$ cat src/rtl/axi_stream_slave.sv
// Responder for the simplified AR/R + AW/W/B channel set.
// Owns a small register file, accepts fixed-length write bursts and
// returns fixed-length read bursts. Burst addresses wrap modulo the depth.
// Every handshake output is decoded from the registered state only, so
// no input has a combinational path to an output.
//
// state   | meaning
// --------+-------------------------------------------------------------
// IDLE    | waiting for an address; read wins if AR and AW arrive together
// RD_DATA | presenting mem[ptr] on r_data, one beat per r_valid & r_ready
// WR_DATA | storing w_data at mem[ptr], one beat per w_valid & w_ready
// WR_RESP | holding b_valid until the master takes the response
module axi_stream_slave #(
    parameter int DATA_W    = 4,
    parameter int ADDR_W    = 3,
    parameter int BURST_LEN = 8
) (
    input  logic              clk,
    input  logic              rst_n,
    input  logic              ar_valid,
    output logic              ar_ready,
    input  logic [ADDR_W-1:0] ar_addr,
    output logic              r_valid,
    input  logic              r_ready,
    output logic [DATA_W-1:0] r_data,
    input  logic              aw_valid,
    output logic              aw_ready,
    input  logic [ADDR_W-1:0] aw_addr,
    input  logic              w_valid,
    output logic              w_ready,
    input  logic [DATA_W-1:0] w_data,
    output logic              b_valid,
    input  logic              b_ready,
    output logic              busy,
    output logic [7:0]        wr_bursts,
    output logic [7:0]        rd_bursts
);

    localparam int DEPTH = 1 << ADDR_W;
    // BURST_LEN never exceeds the depth, so the beat counter fits in ADDR_W bits.
    localparam logic [ADDR_W-1:0] LAST_BEAT = ADDR_W'(BURST_LEN - 1);

    typedef enum logic [1:0] {
        IDLE    = 2'd0,
        RD_DATA = 2'd1,
        WR_DATA = 2'd2,
        WR_RESP = 2'd3
    } state_t;

    state_t              state_q, state_d;
    logic [ADDR_W-1:0]   ptr_q, ptr_d;
    logic [ADDR_W-1:0]   cnt_q, cnt_d;
    logic [DATA_W-1:0]   r_data_q, r_data_d;
    logic [7:0]          wr_bursts_q, wr_bursts_d;
    logic [7:0]          rd_bursts_q, rd_bursts_d;
    logic [DATA_W-1:0]   mem_q [DEPTH];
    logic [DATA_W-1:0]   mem_d [DEPTH];
    logic [ADDR_W-1:0]   ptr_inc;

    // Pointer advance wraps naturally at the address width.
    assign ptr_inc = ptr_q + ADDR_W'(1);

    // Next-state, datapath and counter updates; everything holds by default.
    always_comb begin
        state_d     = state_q;
        ptr_d       = ptr_q;
        cnt_d       = cnt_q;
        r_data_d    = r_data_q;
        wr_bursts_d = wr_bursts_q;
        rd_bursts_d = rd_bursts_q;
        mem_d       = mem_q;
        case (state_q)
            IDLE: begin
                if (ar_valid) begin
                    ptr_d    = ar_addr;
                    cnt_d    = '0;
                    r_data_d = mem_q[ar_addr];
                    state_d  = RD_DATA;
                end else if (aw_valid) begin
                    ptr_d   = aw_addr;
                    cnt_d   = '0;
                    state_d = WR_DATA;
                end
            end
            RD_DATA: begin
                if (r_ready) begin
                    ptr_d    = ptr_inc;
                    cnt_d    = cnt_q + ADDR_W'(1);
                    r_data_d = mem_q[ptr_inc];
                    if (cnt_q == LAST_BEAT) begin
                        state_d = IDLE;
                        if (rd_bursts_q != 8'hFF) begin
                            rd_bursts_d = rd_bursts_q + 8'd1;
                        end
                    end
                end
            end
            WR_DATA: begin
                if (w_valid) begin
                    mem_d[ptr_q] = w_data;
                    ptr_d        = ptr_inc;
                    cnt_d        = cnt_q + ADDR_W'(1);
                    if (cnt_q == LAST_BEAT) begin
                        state_d = WR_RESP;
                    end
                end
            end
            WR_RESP: begin
                if (b_ready) begin
                    state_d = IDLE;
                    if (wr_bursts_q != 8'hFF) begin
                        wr_bursts_d = wr_bursts_q + 8'd1;
                    end
                end
            end
            default: state_d = IDLE;
        endcase
    end

    // State, pointers, read data, counters and memory; reset clears everything.
    always_ff @(posedge clk or posedge rst_n) begin
        if (rst_n) begin
            state_q     <= IDLE;
            ptr_q       <= '0;
            cnt_q       <= '0;
            r_data_q    <= '0;
            wr_bursts_q <= '0;
            rd_bursts_q <= '0;
            for (int i = 0; i < DEPTH; i++) begin
                mem_q[i] <= '0;
            end
        end else begin
            state_q     <= state_d;
            ptr_q       <= ptr_d;
            cnt_q       <= cnt_d;
            r_data_q    <= r_data_d;
            wr_bursts_q <= wr_bursts_d;
            rd_bursts_q <= rd_bursts_d;
            for (int i = 0; i < DEPTH; i++) begin
                mem_q[i] <= mem_d[i];
            end
        end
    end

    assign ar_ready  = (state_q == IDLE);
    assign aw_ready  = (state_q == IDLE);
    assign w_ready   = (state_q == WR_DATA);
    assign b_valid   = (state_q == WR_RESP);
    assign r_valid   = (state_q == RD_DATA);
    assign busy      = (state_q != IDLE);
    assign r_data    = r_data_q;
    assign wr_bursts = wr_bursts_q;
    assign rd_bursts = rd_bursts_q;

endmodule

$ cat config.mk
export PLATFORM = sky130hd
export DESIGN_NAME = axi_stream_slave
export DESIGN_NICKNAME = d
export VERILOG_FILES = /design/src/rtl/axi_stream_slave.sv
export SDC_FILE = /design/constraint.sdc
export NUM_CORES = 1
export LEC_CHECK = 0
export CELL_PAD_IN_SITES_DETAIL_PLACEMENT = 1
export CELL_PAD_IN_SITES_GLOBAL_PLACEMENT = 1
export CORE_ASPECT_RATIO = 0.75
export CORE_MARGIN = 2
export CORE_UTILIZATION = 42
export CTS_BUF_LIST = sky130_fd_sc_hd__clkbuf_4 sky130_fd_sc_hd__clkbuf_8
export DETAILED_ROUTE_END_ITERATION = 16
export MAX_ROUTING_LAYER = met4
export PLACE_DENSITY = 0.78
export SETUP_SLACK_MARGIN = 0.2
export SYNTH_ARGS = -nofsm -noshare
export SYNTH_HDL_FRONTEND = slang
export SYNTH_SLANG_ARGS = --single-unit
export TNS_END_PERCENT = 100
$ cat constraint.sdc
create_clock -name clk -period 1.7 [get_ports clk]
set_clock_uncertainty 0.05 [all_clocks]
set_input_delay 0.17 -clock clk [delete_from_list [all_inputs] [get_ports clk]]
set_output_delay 0.17 -clock clk [all_outputs]
set_load 0.02 [all_outputs]
* After elaboration in Yosys (flattened, before gate mapping) *
Index checks and enable logic that the tools add are counted.
W data, S select, Z words.

word-level totals
  input bits = 17
  bits in registers = 60
  output and inout port bits = 26
  logic and storage cells = 79

cells by class
  equal/unequal tests = 13
  bitwise operators = 3
  reduce and logical (&&, ||, !) cells = 11
  $lt $le $gt $ge = 4
  add/subtract/negate cells = 4
  multiplexer cells = 30

operators by type and width
  cell                   number
  $bwmux W32             1
  $mux W4                7
  $bmux W4 S3            2
  $mux W3                8
  $pmux W3 S3            2
  $add A8 B1 Y8 const B  2
  $ne A8 B8 Y1 const B   2
  $mux W2                7
  $demux W4 S3           1
  $ge A4 B4 Y1 const B   3
  $not A3 Y4             3
  $ne A2 B1 Y1 const B   4
  $pmux W2 S4            1
  $pmux W4 S2            1
  $reduce_and A4 Y1      2
  $add A3 B1 Y3 const B  2
  $reduce_and A3 Y1      2
  $reduce_and A6 Y1      1
  $eq A2 B2 Y1 const B   2
  $lt A4 B1 Y1 const B   1
  $ne A2 B2 Y1 const B   2
  $reduce_bool A2 Y1     2
  $eq A3 B3 Y1 const B   1
  $ne A3 B2 Y1 const B   1
  other kinds (5)        5

* Longest topological paths before layout *
Gate-level depths: netlist of run 1.

  depth after elaboration = 7
  depth in mapped cells = 8

* Least setup slack after synthesis of run 1 *
No wires, ideal clock.

  path kind = reg2reg
  from = register state_q[1]
  to = register ptr_q[1]
  cell stages (with the launch flop) = 8
  data arrival time = 1790 ps
  path slack = -268 ps
  clock period less this slack = 1968 ps
  setup time = 128 ps
  data required time = 1522 ps
  cell sequence = dfrtp_1 > inv_1 > ha_1 > buf_2 > or2b_1 > o2111a_1 > buf_2 > mux2_1

between the ends
  word-level cells in the longest chain between the ends = 3
  elaborated cells on any way between the ends = 9
  those cells by class = eq/ne: 5; mux: 1; reduce/logical: 3

ends and longest elaborated chain
  what                                                                 RTL line  RTL
  start, declared                                                      50        state_t state_q, state_d;
  start signal, assigned                                               133       state_q <= state_d;
  $eq A2 B1 Y1 *                                                       -
  via r_valid                                                          23        output logic r_valid,
  $ne A2 B1 Y1 (no line) / $reduce_bool A3 Y1 (equally long branches)  -
  $reduce_and A4 Y1 (no line)                                          -
  end signal, assigned                                                 134       ptr_q <= ptr_d;
  end, declared                                                        51        logic [ADDR_W-1:0] ptr_q, ptr_d;

Mark *: on every way through the listed nets, which the timed path passes. The rest lies on a longest branch.
A chain may end at the register's enable or synchronous reset.

* Worst setup path after layout of run 1 *
  from = register ptr_q[0]
  to = register r_data_q[2], in the netlist r_data[2]

between the ends
  word-level cells in the longest chain between the ends = 7

ends and longest elaborated chain
  what                                        RTL line  RTL
  $add A3 B1 Y3                               61        assign ptr_inc = ptr_q + ADDR_W'(1);
  $not A3 Y4 (implied by the code)            89        r_data_d = mem_q[ptr_inc];
  $bmux W4 S3                                 89
  $mux W4 (implied by the code) (2 in a row)  89
  $mux W4                                     86        if (r_ready) begin
  $pmux W4 S2                                 72        case (state_q)
  end signal, assigned                        136       r_data_q <= r_data_d;
  end, declared                               53        logic [DATA_W-1:0] r_data_q, r_data_d;

No other way between the ends. The select of a mux whose other input is x is not followed.

==> results of run 1 <==
## where the power goes
part           total, mW  leakage (nW)  switching [mW]  internal [mW]
registers           2.62         0.779           0.672           1.95
clock network       1.35         0.105           0.604          0.747
logic               4.73          1.46            2.24           2.49
## metal layers
layer  wire [um]  vias to the layer above  GRT usage (%)
li1            -                     1107              -
met1        5090                     1379           33.9
met2        5610                      156           38.8
met3        1050                       38           5.36
met4         437                        0           8.29
met5           0                        -              -
## placed cells by master, fill, tap and decap left out, types with 9 or more instances in the layout
master           count
mux2i_1             10
mux2_2               9
buf_4               27
nand2_1             12
buf_6               21
mux4_1              13
dlygate4sd2_1       20
mux2_4              28
clkdlybuf4s50_1     16
dfrtp_1             56
clkbuf_8            11
## cell families after synthesis
kind of cell	Yosys count	synth area share (%)
multiplexers	65	29.1
adder cells (fa/ha/maj)	11	4.19
XOR/XNOR	15	4.00
AO/OA/AOI/OAI	22	4.77
flip-flops	60	45.7
AND/OR/NAND/NOR	56	9.07
buffers and inverters	21	3.13
## registers in the layout, summed over array words and instances (netlist names)
name / cells
r_data: 4
rd_bursts: 8
state_q: 2
cnt_q: 3
wr_bursts: 8
ptr_q: 3
mem_q: 32
## worst paths after layout
kind / from / end / slack [ps] / cells past startpoint
setup / recovery: ptr_q[0] / r_data[2] / -240 / 6
min in group clk: wr_bursts[4] / wr_bursts[4] / 460 / 1
hold / removal: rst_n / rd_bursts[2] / 200 / 3
max in group asynchronous: rst_n / state_q[1] / 1110 / 3
setup reg to reg: ptr_q[0] / r_data[2] / -240 / 6
hold reg to reg: wr_bursts[4] / wr_bursts[4] / 460 / 1
## what timing repair did
| item | 4_1_cts | 5_1_grt |
|---|---|---|
| endpoints found under the setup margin | 85 | 66 |
| setup buffers | 11 | 13 |
| pin swaps | 16 | 17 |
| hold buffers | 0 | 0 |
| gates resized for setup | 104 | 56 |
| cloned | 0 | 0 |
## stage by stage
step                instances  hold WS, ps  power, mW  setup TNS (ps)  area [sq um]
global placement          405          426       5.55           -2620          4040
floorplan                 250          226       4.56            -695          3390
global route              445          233       9.02           -4700          4840
finish                    445          195       8.70           -3150          4840
CTS                       431          222       7.64            -762          4470
detailed placement        405          440       5.80           -4350          4040
## critical path, cell delays in order, from the launching register on
cell	delay [ps]
dfrtp_1	420
buf_6	140
ha_4	340
mux4_2	340
mux2i_1	210
nand2_1	100
a22o_1	220
## area by class of cell
class                           instances  area share (%)
Clock buffer                           11            3.12
Clock inverter                          4            1.01
Inverter                               11            1.03
Tap cell                              101            2.61
Sequential cell                        60            31.1
Antenna cell                            1          0.0517
Multi-Input combinational cell        169            43.4
Timing Repair Buffer                   88            17.6
==> impl_results.md, run 1 <==
* TritonRoute pass-1 iters at 6
* Synth area leader: dfrtp_1
* Unrepaired setup endpoints after global routing: true
* CTS tree: done
* Setup violations, final at 33
* Worst Hold Class: primary input to async pin
* Routed vias/inst at 6.02
* Via Count at 2680
* Rows at 27
* Sink Count at 60
* Nets@finish at 367
* Root Driver: clkbuf_8
* Period utilisation layout at 114%
* Warnings from Yosys at 0
* Synth area leaders: dfrtp_1 (46%), mux2_2 (12%), mux4_1 (12%)
* Chip Height at ~81 um
* Die area at approximately 8500 sq um
* VDD IR max at between 700 and 800 uV
* Distinct cells, synth at 37
* CORE AREA at 7470 sq um
* Synthesized area at 3280 sq um
* Post-Place Worst Slack at -332 ps
* Syn Inst Count at 250
* FF+latch count, synth at 60
* Vias in the first global route at 2603
* Violated checks: negative setup slack
* Slew Viols, Final at 0
* CTS H-tree depth at 3
* Area delta synth->final at 47.6%
* Worst-case clock buffer depth at 2
* Post-route setup slack at -240 ps
* Flip-flop and latch area at 1510 sq um
* GRT Util Overall at 25.3%
* Antenna-violating nets left at 0
* Area share of the largest cell type after synthesis at 45.7%
* Fraction of layout cells with a size suffix above 1 at about half
* Wire per inst at 27.4 um
* Fin util at 64.9%
* Global-route wire length before repair at 15300 um
* WL final at 12200 um
* Crit end category: flip-flop
* I/O Pins at 43
* Post-synth top flop: dfrtp_1
* Post-synth EDFFs at 0
* Max-cap violations at 0
* Initial antenna violation count at 1
* Hpwl dp at ~6500 um
* Fmax at 0.515 GHz
* Die Width at 106 um
* DRC Markers at 0
* Initial core utilization at 44.0%
* Sequential element share of the synthesized area at between 40% and 50%
* Leakage at 2.35 nW
* Worst slew margin relative to its limit at 55.8%
* Syn_nets at 278
* Count leader, synth: dfrtp_1
* Arrival time worst endpoint at 2120 ps
* Area occupied by multi-input gates at ~2100 sq um
* Critical path class: flip-flop to flip-flop
* Largest net degree at the start of global routing at 61
* Power Density at roughly 1800 nW/um^2
* Clock-pin slew on the worst setup and hold paths at around 70 ps
* Syn_area_per_cell at 13.1 sq um
* Gr ovfl total at 0
* RD Place Congestion at 0.817
* First DRT Iteration DRCs at 236
* Top cells by count, synth: dfrtp_1 (60), mux2_2 (36), mux4_1 (15), nand2_1 (15)
* Async SR Flop Fraction at between 90% and 100%
* Worst-Skew Late Latency at 350 ps
* Critical Path Source Type: flip-flop
* Period minus WS final at 1940 ps
* Run status: finished with violations
* Worst Max-Slew Pin Slew at 660 ps
* Num CTS Buffers at 9
* Port bufs at 42
* CP max FO at 9
* CP required at 1880 ps
* Fill cells at a little over 700
* Final hold violation count at 0
Note: power is estimated with default switching activity, not from simulation.
==> inputs of run 2 (changes only) <==
- ABC_CLOCK_PERIOD_IN_PS: default -> 1700
==> results of run 2 <==
The final DEF is identical to that of run 1; final timing and power are the same.
